$ cat src/rtl/hazard_flush_ctrl.sv
// Decode-side sequencing: scoreboard RAW interlock, jump squash train
// and memory-wait freeze for the front end.
module hazard_flush_ctrl #(
  parameter int DEPTH         = 3,
  parameter bit WB_BYPASS     = 1'b1,
  parameter int SQUASH_CYCLES = 2,
  parameter int CNT_W         = 16
) (
  input  logic             clk,
  input  logic             rst,
  input  logic [4:0]       a0,
  input  logic [4:0]       a1,
  input  logic             use_a0,
  input  logic             use_a1,
  input  logic [4:0]       a2_hazard,
  input  logic             jmp_taken,
  input  logic             mem_wait,
  output logic             stall,
  output logic             hold_front,
  output logic             bubble,
  output logic             squash,
  output logic [1:0]       state,
  output logic [CNT_W-1:0] hazard_cnt
);

  typedef enum logic [1:0] {
    S_RUN   = 2'd0,
    S_HAZ   = 2'd1,
    S_FLUSH = 2'd2,
    S_MEMW  = 2'd3
  } state_t;

  localparam int NCHK = WB_BYPASS ? DEPTH - 1 : DEPTH;
  localparam logic [2:0] FL_LOAD = 3'(SQUASH_CYCLES - 1);

  logic [DEPTH-1:0]      sb_v;
  logic [DEPTH-1:0][4:0] sb_r;
  logic [2:0]            flush_cnt;
  logic                  hit0;
  logic                  hit1;
  logic                  haz;
  state_t                st;

  // writeback slot is skipped when the regfile forwards its write
  always_comb begin
    hit0 = 1'b0;
    hit1 = 1'b0;
    for (int i = 0; i < NCHK; i++) begin
      if (sb_v[i] && sb_r[i] == a0) hit0 = 1'b1;
      if (sb_v[i] && sb_r[i] == a1) hit1 = 1'b1;
    end
  end

  assign haz = rst &
               ((use_a0 & (a0 != 5'd0) & hit0) |
                (use_a1 & (a1 != 5'd0) & hit1));

  assign stall      = rst & mem_wait;
  assign squash     = rst & ~mem_wait &
                      (jmp_taken | (flush_cnt != 3'd0));
  assign bubble     = ~stall & ~squash & haz;
  assign hold_front = bubble;

  always_comb begin
    st = S_RUN;
    unique case (1'b1)
      stall:   st = S_MEMW;
      squash:  st = S_FLUSH;
      bubble:  st = S_HAZ;
      default: st = S_RUN;
    endcase
  end

  assign state = st;

  always_ff @(posedge clk or negedge rst) begin
    if (!rst) begin
      sb_v       <= '0;
      sb_r       <= '0;
      flush_cnt  <= 3'd0;
      hazard_cnt <= '0;
    end else if (!stall) begin
      sb_v[0] <= (a2_hazard != 5'd0) & ~bubble & ~squash;
      sb_r[0] <= a2_hazard;
      for (int i = 1; i < DEPTH; i++) begin
        sb_v[i] <= sb_v[i-1];
        sb_r[i] <= sb_r[i-1];
      end
      if (jmp_taken)
        flush_cnt <= FL_LOAD;
      else if (flush_cnt != 3'd0)
        flush_cnt <= flush_cnt - 3'd1;
      if (bubble && hazard_cnt != '1)
        hazard_cnt <= hazard_cnt + CNT_W'(1);
    end
  end

endmodule

$ cat config.mk
export PLATFORM = sky130hd
export DESIGN_NAME = hazard_flush_ctrl
export DESIGN_NICKNAME = d
export VERILOG_FILES = /design/src/rtl/hazard_flush_ctrl.sv
export SDC_FILE = /design/constraint.sdc
export NUM_CORES = 1
export LEC_CHECK = 0
export BUFFER_PORTS_ARGS = -buffer_cell sky130_fd_sc_hd__clkbuf_2
export CORE_AREA = 10 10 67 69
export DETAILED_ROUTE_END_ITERATION = 6
export DIE_AREA = 0 0 77 79
export GPL_ROUTABILITY_DRIVEN = 0
export PLACE_DENSITY = 0.91
export REMOVE_ABC_BUFFERS = 1
export SLEW_MARGIN = 25
export SYNTH_ARGS = -nofsm -noshare
export SYNTH_HDL_FRONTEND = slang
export SYNTH_SLANG_ARGS = --single-unit
$ cat constraint.sdc
create_clock -name clk -period 3.64 [get_ports clk]
set_clock_uncertainty 0.15 [all_clocks]
set_input_delay 0.546 -clock clk [delete_from_list [all_inputs] [get_ports clk]]
set_output_delay 0.546 -clock clk [all_outputs]
set_load 0.005 [all_outputs]
==> reports/qor.json, run 1 <==
{
  "die_height_um": 79,
  "synth-simple-area-share": 0.241,
  "main_combinational_cell_family_by_area_after_synthesis": "simple AND/OR/NAND/NOR gates",
  "drc_errors": 0,
  "cts_root_buf": "sky130_fd_sc_hd__clkbuf_4",
  "irDropWorstVdd_mv": 0.294,
  "timing.critical_path.arrival_ps": 2220,
  "p_sw_uw": 256,
  "post_synthesis_cell_count": 185,
  "crit_chain": "dlygate4sd3_1, clkbuf_2, o311a_1, a22oi_4, o21ai_0, clkbuf_2",
  "power_density_mw_per_mm2": 412,
  "final_nets": 255,
  "gr-total-overflow": 0,
  "clk_path_buf_depth": 2,
  "post_synth_num_cell_types": 35,
  "xor_xnor_portion_of_the_synthesized_cell_area": 0.177,
  "synth_warnings": 0,
  "worstSetupStartpointType": "input port",
  "critPathCaptureType": "output port",
  "critical-path-slowest-cell": "sky130_fd_sc_hd__dlygate4sd3_1",
  "setup_violations": 0,
  "worst_path_most_repeated_cell": "sky130_fd_sc_hd__clkbuf_2",
  "final-max-slew-violation-count": 0,
  "top_flip_flop_cell_by_instance_count_after_synthesis": "sky130_fd_sc_hd__dfrtp_1",
  "maxSlewHeadroom": 0.672,
  "drt-vias-per-instance": 5.42,
  "pin_count": 43,
  "grt_max_degree": 28,
  "comb_power_share": 0.239,
  "area_growth_pct": 18.9,
  "design.core.area_mm2": 0.00323,
  "period_needed_ps": 2920,
  "synth_area_mm2": 0.00173,
  "place.detailed.hpwl_mm": 3.15,
  "insertion_delay_ps": 330,
  "wl_mm": 4.02,
  "async_flop_share": 1.00,
  "final_antenna_net_count": 0,
  "global_route.usage.total": 0.138,
  "setup_tns_ps": 0,
  "synth-seq-cells": 31,
  "antenna_cells": 0,
  "cts_tree": "built",
  "cellLeakagePower_uw": 0.00107,
  "clock.fmax_mhz": 343,
  "synth_compound_gate_area_share": 0.0723,
  "detail_route.first_pass.iterations": 6,
  "internal-power_uw": 591,
  "routed_wire_length_per_instance_um": 14.5,
  "finish.cell_count_without_fillers": 278,
  "routed-via-count": 1508,
  "max_cap_viol_count": 0,
  "synth_top_cell_by_area": "sky130_fd_sc_hd__dfrtp_1",
  "start_util": 0.535,
  "detail_route.iter0.violations": 94,
  "ys_top_cells_by_area": "sky130_fd_sc_hd__dfrtp_1 45%, sky130_fd_sc_hd__xnor2_1 10%, sky130_fd_sc_hd__nand2_1 9.3%",
  "outcome": "finished clean",
  "numCtsBuffers": 5,
  "worst_path_largest_cell_delay_ps": 530,
  "muxShareOfSynthArea": 0.00868,
  "yosysSeqAreaShare": 0.448,
  "worst_ep_required_time_ps": 2940,
  "clk_pin_slew_worst_paths_ps": 100,
  "grt_first_pass_wirelength_mm": 6.92,
  "first_global_vias": 1534,
  "postCtsSetupRepairBufs": 0,
  "hold_path.class": "in2reg",
  "critical_path_class": "in2out",
  "antenna_violations_before_repair": 0,
  "critical_path.max_fanout": 18,
  "final_cell_mix": "43 x sky130_fd_sc_hd__nand2_1, 42 x sky130_fd_sc_hd__clkbuf_2, 31 x sky130_fd_sc_hd__dfrtp_1",
  "post_route_cells_drive_above_1_share": 0.233,
  "power.share.switching": 0.302,
  "rsz0062_at_grt": "false",
  "synthDominantCellAreaShare": 0.448,
  "cts_num_sinks": 31,
  "placement.setup.worst_slack_ps": 788,
  "h_tree_levels": 2,
  "die_width_um": 77,
  "final_critical_path_setup_slack_ps": 724,
  "clock_power_share": 0.268,
  "floorplan.die_area_mm2": 0.00608,
  "sequentialPowerShare": 0.493,
  "placed_instance_count": 269,
  "portBuffers": 42,
  "finalPower_uw": 847,
  "number_of_enable_flip_flop_cells_after_synthesis": 0,
  "cp_num_buf_inv": 3,
  "adder_cell_area_share_of_the_yosys_netlist": 0.0217,
  "floorplan.rows": 21,
  "finalHoldViolations": 0,
  "cp_top_family": "buffers and inverters",
  "worst_max_slew_pin_slew_ps": 492,
  "avgSynthCellArea_um2": 9.35,
  "post-route-period-util": 0.801,
  "layout_commonest_cell": "sky130_fd_sc_hd__nand2_1"
}
Yosys cell counts (4+ instances only):
cell type                  n
sky130_fd_sc_hd__nor3_1   13
sky130_fd_sc_hd__dfrtp_1  31
sky130_fd_sc_hd__nand2_1  43
sky130_fd_sc_hd__a21oi_1   4
sky130_fd_sc_hd__nand4_1   9
sky130_fd_sc_hd__nor2_1    5
sky130_fd_sc_hd__inv_1     4
sky130_fd_sc_hd__nand3_1   4
sky130_fd_sc_hd__xnor2_1  20
sky130_fd_sc_hd__xor2_1   15
final timing paths:
path,startpoint,endpoint,slack [ps],cells past startpoint
setup reg to reg,flush_cnt[0],hazard_cnt[10],1200,8
setup / recovery,rst,state[0],720,6
max in group asynchronous,rst,hazard_cnt[13],2290,3
hold / removal,a2_hazard[4],sb_r[4],270,3
min in group asynchronous,rst,flush_cnt[2],440,2
hold reg to reg,hazard_cnt[13],hazard_cnt[13],350,1
per-layer routing:
| metal | global-route usage | wire length [um] | part of all wire |
|---|---|---|---|
| met1 | 0.159 | 1700 | 0.42 |
| met2 | 0.221 | 1870 | 0.46 |
| met4 | 0.0456 | 51 | 0.013 |
| met3 | 0.0664 | 402 | 0.10 |
| met5 | 0 | 0 | 0 |
power groups by stage:
stage	Clock, uW	Sequential, uW	Combinational, uW
3_5_place_dp	0	423	204
5_1_grt	250	422	234
6_report	227	417	202
3_3_place_gp	0	421	196
2_1_floorplan	0	416	138
4_1_cts	235	417	206
tightest hold or removal path: stages:
cell and delay, ps:
sky130_fd_sc_hd__clkbuf_2 90, sky130_fd_sc_hd__nand2_1 50, sky130_fd_sc_hd__nand2_1 40
kinds of logic after synthesis:
group / Yosys count
and+or+nand+nor: 88
xor gates and xnor gates: 35
DFF: 31
AOI/OAI and AO/OA: 16
buffers and inverters: 11
adders and majority gates: 3
muxes: 1
registers in the layout, summed over array words and instances (netlist names):
signal and flops:
sb_v 2, flush_cnt 3, sb_r 10, hazard_cnt 16
per-stage QoR:
stage           util  hold WS (ps)  cell area [um^2]
6_report       0.636           272              2060
5_1_grt        0.636           280              2060
4_1_cts        0.636           258              2060
3_5_place_dp   0.612           263              1980
3_3_place_gp   0.612           260              1980
2_1_floorplan      -           100              1700
repair_timing:
item	4_1_cts	5_1_grt
gates resized for setup	0	0
hold endpoints to repair	4	0
hold buffers	1	0
area by class of cell:
cell class,count,area (um^2)
Sequential cell,31,776
Clock buffer,8,68.8
Tap cell,46,57.6
Timing Repair Buffer,45,235
Multi-Input combinational cell,143,901
Inverter,5,18.8
Fill cell,272,1170
No activity file was read; power rests on OpenSTA's default activity.
==> run 2, diff against run 1 <==
- CORE_AREA: 10 10 67 69 -> 10 10 69 71
- DIE_AREA: 0 0 77 79 -> 0 0 79 81
- PLACE_DENSITY: 0.91 -> 0.86
- clock period: 3.64 -> 2.7 ns (I/O delays scaled with it)
==> reports/qor.json, run 2 (synthesized netlist as in run 1, its figures left out) <==
{
  "outcome": "finished clean",
  "detail_route.first_pass.iterations": {"value": 4, "change": "-2"},
  "post_route_cells_drive_above_1_share": {"value": 0.243, "change": "+0.00979"},
  "maxSlewHeadroom": {"value": 0.657, "change": "-0.0151"},
  "hold_path_depth": {"value": 3, "change": "unchanged"},
  "floorplan.rows": {"value": 22, "change": "+4.8%"},
  "die_width": {"value": 79, "unit": "um", "change": "+2.6%"},
  "design.core.area": {"value": 0.00352, "unit": "mm^2", "change": "+9.0%"},
  "grt_max_degree": {"value": 17, "change": "-39%"},
  "reg.largest.list": "hazard_cnt: 16 flops, sb_r: 10 flops, flush_cnt: 3 flops",
  "floorplan.die_area": {"value": 0.00640, "unit": "mm^2", "change": "+5.2%"},
  "gr-total-overflow": {"value": 0, "change": "unchanged"},
  "rsz0062_at_grt": "false",
  "routed-via-count": {"value": 1498, "change": "-0.66%"},
  "largest_register_ffs": {"value": 16, "change": "unchanged"},
  "setup_violations": {"value": 0, "change": "unchanged"},
  "place.detailed.hpwl": {"value": 3.25, "unit": "mm", "change": "+3.2%"},
  "numCtsBuffers": {"value": 5, "change": "unchanged"},
  "cellLeakagePower": {"value": 0.00109, "unit": "uW", "change": "+1.3%"},
  "final-max-slew-violation-count": {"value": 0, "change": "unchanged"},
  "irDropWorstVdd": {"value": 0.342, "unit": "mV", "change": "+16%"},
  "crit_chain": "dlygate4sd3_1, clkbuf_2, nand2_1, buf_4, clkinv_1, clkbuf_2",
  "cts_root_buf": "sky130_fd_sc_hd__clkbuf_4",
  "die_height": {"value": 81, "unit": "um", "change": "+2.5%"},
  "cp_num_buf_inv": {"value": 5, "change": "+2"},
  "timing.hold.ws": {"value": 141, "unit": "ps", "change": "-130 ps"},
  "critical-path-slowest-cell": "sky130_fd_sc_hd__dlygate4sd3_1",
  "layout_commonest_cell": "sky130_fd_sc_hd__nand2_1",
  "antenna_violations_before_repair": {"value": 0, "change": "unchanged"},
  "setup_tns": {"value": 0, "unit": "ps", "change": "unchanged"},
  "worstSetupStartpointType": "input port",
  "start_util": {"value": 0.491, "change": "-0.0443"},
  "ff2ff_path_depth": {"value": 8, "change": "unchanged"},
  "cts_num_sinks": {"value": 31, "change": "unchanged"},
  "routed_wire_length_per_instance": {"value": 14.6, "unit": "um", "change": "+1.1%"},
  "first_global_vias": {"value": 1481, "change": "-3.5%"},
  "clock.fmax_mhz": 395,
  "clk_path_buf_depth": {"value": 2, "change": "unchanged"},
  "detail_route.iter0.violations": {"value": 106, "change": "+13%"},
  "critical_path_cell_count": {"value": 6, "change": "unchanged"},
  "max_flop_register": "hazard_cnt",
  "period_needed_ps": 2530,
  "area_growth_pct": 20.3,
  "final_nets": {"value": 258, "change": "+1.2%"},
  "worst_path_largest_cell_delay": {"value": 530, "unit": "ps", "change": "about the same"},
  "timing.critical_path.arrival": {"value": 1980, "unit": "ps", "change": "-240 ps"},
  "critical_path_class": "in2out",
  "critical_path.max_fanout": {"value": 14, "change": "-4"},
  "grt_first_pass_wirelength": {"value": 6.87, "unit": "mm", "change": "-0.69%"},
  "worst_max_slew_pin_slew": {"value": 515, "unit": "ps", "change": "+22.7 ps"},
  "insertion_delay": {"value": 320, "unit": "ps", "change": "about the same"},
  "final_cell_mix": "43 x sky130_fd_sc_hd__nand2_1, 42 x sky130_fd_sc_hd__clkbuf_2, 31 x sky130_fd_sc_hd__dfrtp_1",
  "antenna_cells": {"value": 0, "change": "unchanged"},
  "global_route.usage.total": {"value": 0.134, "change": "-0.00398"},
  "cp_top_family": "buffers and inverters",
  "finalHoldViolations": {"value": 0, "change": "unchanged"},
  "cts_tree": "built",
  "portBuffers": {"value": 42, "change": "unchanged"},
  "post-route-period-util": 0.938,
  "max_cap_viol_count": {"value": 0, "change": "unchanged"},
  "post_cts_resized": {"value": 0, "change": "unchanged"},
  "final_antenna_net_count": {"value": 0, "change": "unchanged"},
  "drt-vias-per-instance": {"value": 5.29, "change": "-2.4%"},
  "wl": {"value": 4.14, "unit": "mm", "change": "+2.9%"},
  "pin_count": {"value": 43, "change": "unchanged"},
  "drc_errors": {"value": 0, "change": "unchanged"},
  "h_tree_levels": {"value": 2, "change": "unchanged"},
  "worst_ep_required_time": {"value": 2140, "unit": "ps", "change": "-800 ps"},
  "power_density": {"value": 549, "unit": "mW/mm^2", "change": "+33%"},
  "worst_path_most_repeated_cell": "sky130_fd_sc_hd__clkbuf_2",
  "critPathCaptureType": "output port",
  "hold_path.class": "in2reg",
  "clk_pin_slew_worst_paths": {"value": 90, "unit": "ps", "change": "about the same"}
}
==> run 2: worst reg2reg max path: cells and delay by family, from the launching register on <==
family	cells	cell delay (ps)
AOI/OAI and AO/OA	2	600
xor gates and xnor gates	1	170
and+or+nand+nor	2	500
adders and majority gates	2	430
DFF	1	370
buffers and inverters	1	110
==> run 2: cell type report <==
| class | count | area [um^2] |
|---|---|---|
| Timing Repair Buffer | 48 | 258 |
| Tap cell | 48 | 60.1 |
| Sequential cell | 31 | 776 |
| Clock buffer | 8 | 68.8 |
| Inverter | 5 | 18.8 |
| Fill cell | 325 | 1440 |
| Multi-Input combinational cell | 143 | 901 |
==> run 2: path summary, 6_finish.rpt <==
path / startpoint / end / slack [ps]
hold / removal: a2_hazard[0] / sb_r[0] / 140
max in group asynchronous: rst / sb_r[5] / 1590
setup reg to reg: flush_cnt[0] / hazard_cnt[12] / 280
hold reg to reg: hazard_cnt[11] / hazard_cnt[11] / 360
min in group asynchronous: rst / hazard_cnt[4] / 320
setup / recovery: rst / stall / 170
==> run 2: per-layer routing <==
| layer | wire (um) | up-vias | track usage |
|---|---|---|---|
| met5 | 0 | - | 0 |
| met4 | 58 | 0 | 0.0520 |
| met3 | 365 | 7 | 0.0607 |
| met2 | 1960 | 48 | 0.221 |
| met1 | 1760 | 709 | 0.148 |
| li1 | - | 734 | - |
==> run 2: timing repair <==
item / CTS / global route
endpoints found under the hold margin: 5 / 0
buffers inserted: 0 / 0
hold buffers: 1 / 0
==> run 2: power by group <==
group	internal [uW]	switching (uW)	leakage [uW]	total (uW)
clock	153	152	0.0000386	305
combinational	131	146	0.000644	277
sequential	515	45.0	0.000403	560
total	799	343	0.00109	1140
==> run 2: per-stage QoR <==
stage          setup slack (ps)  cells  cell area (um^2)  utilization  power, uW
3_5_place_dp                332    274              2000        0.569        849
4_1_cts                     130    283              2080        0.591       1160
5_1_grt                    36.0    283              2080        0.591       1230
6_report                    167    283              2080        0.591       1140
2_1_floorplan               515    179              1700            -        748
3_3_place_gp                379    274              2000        0.569        836
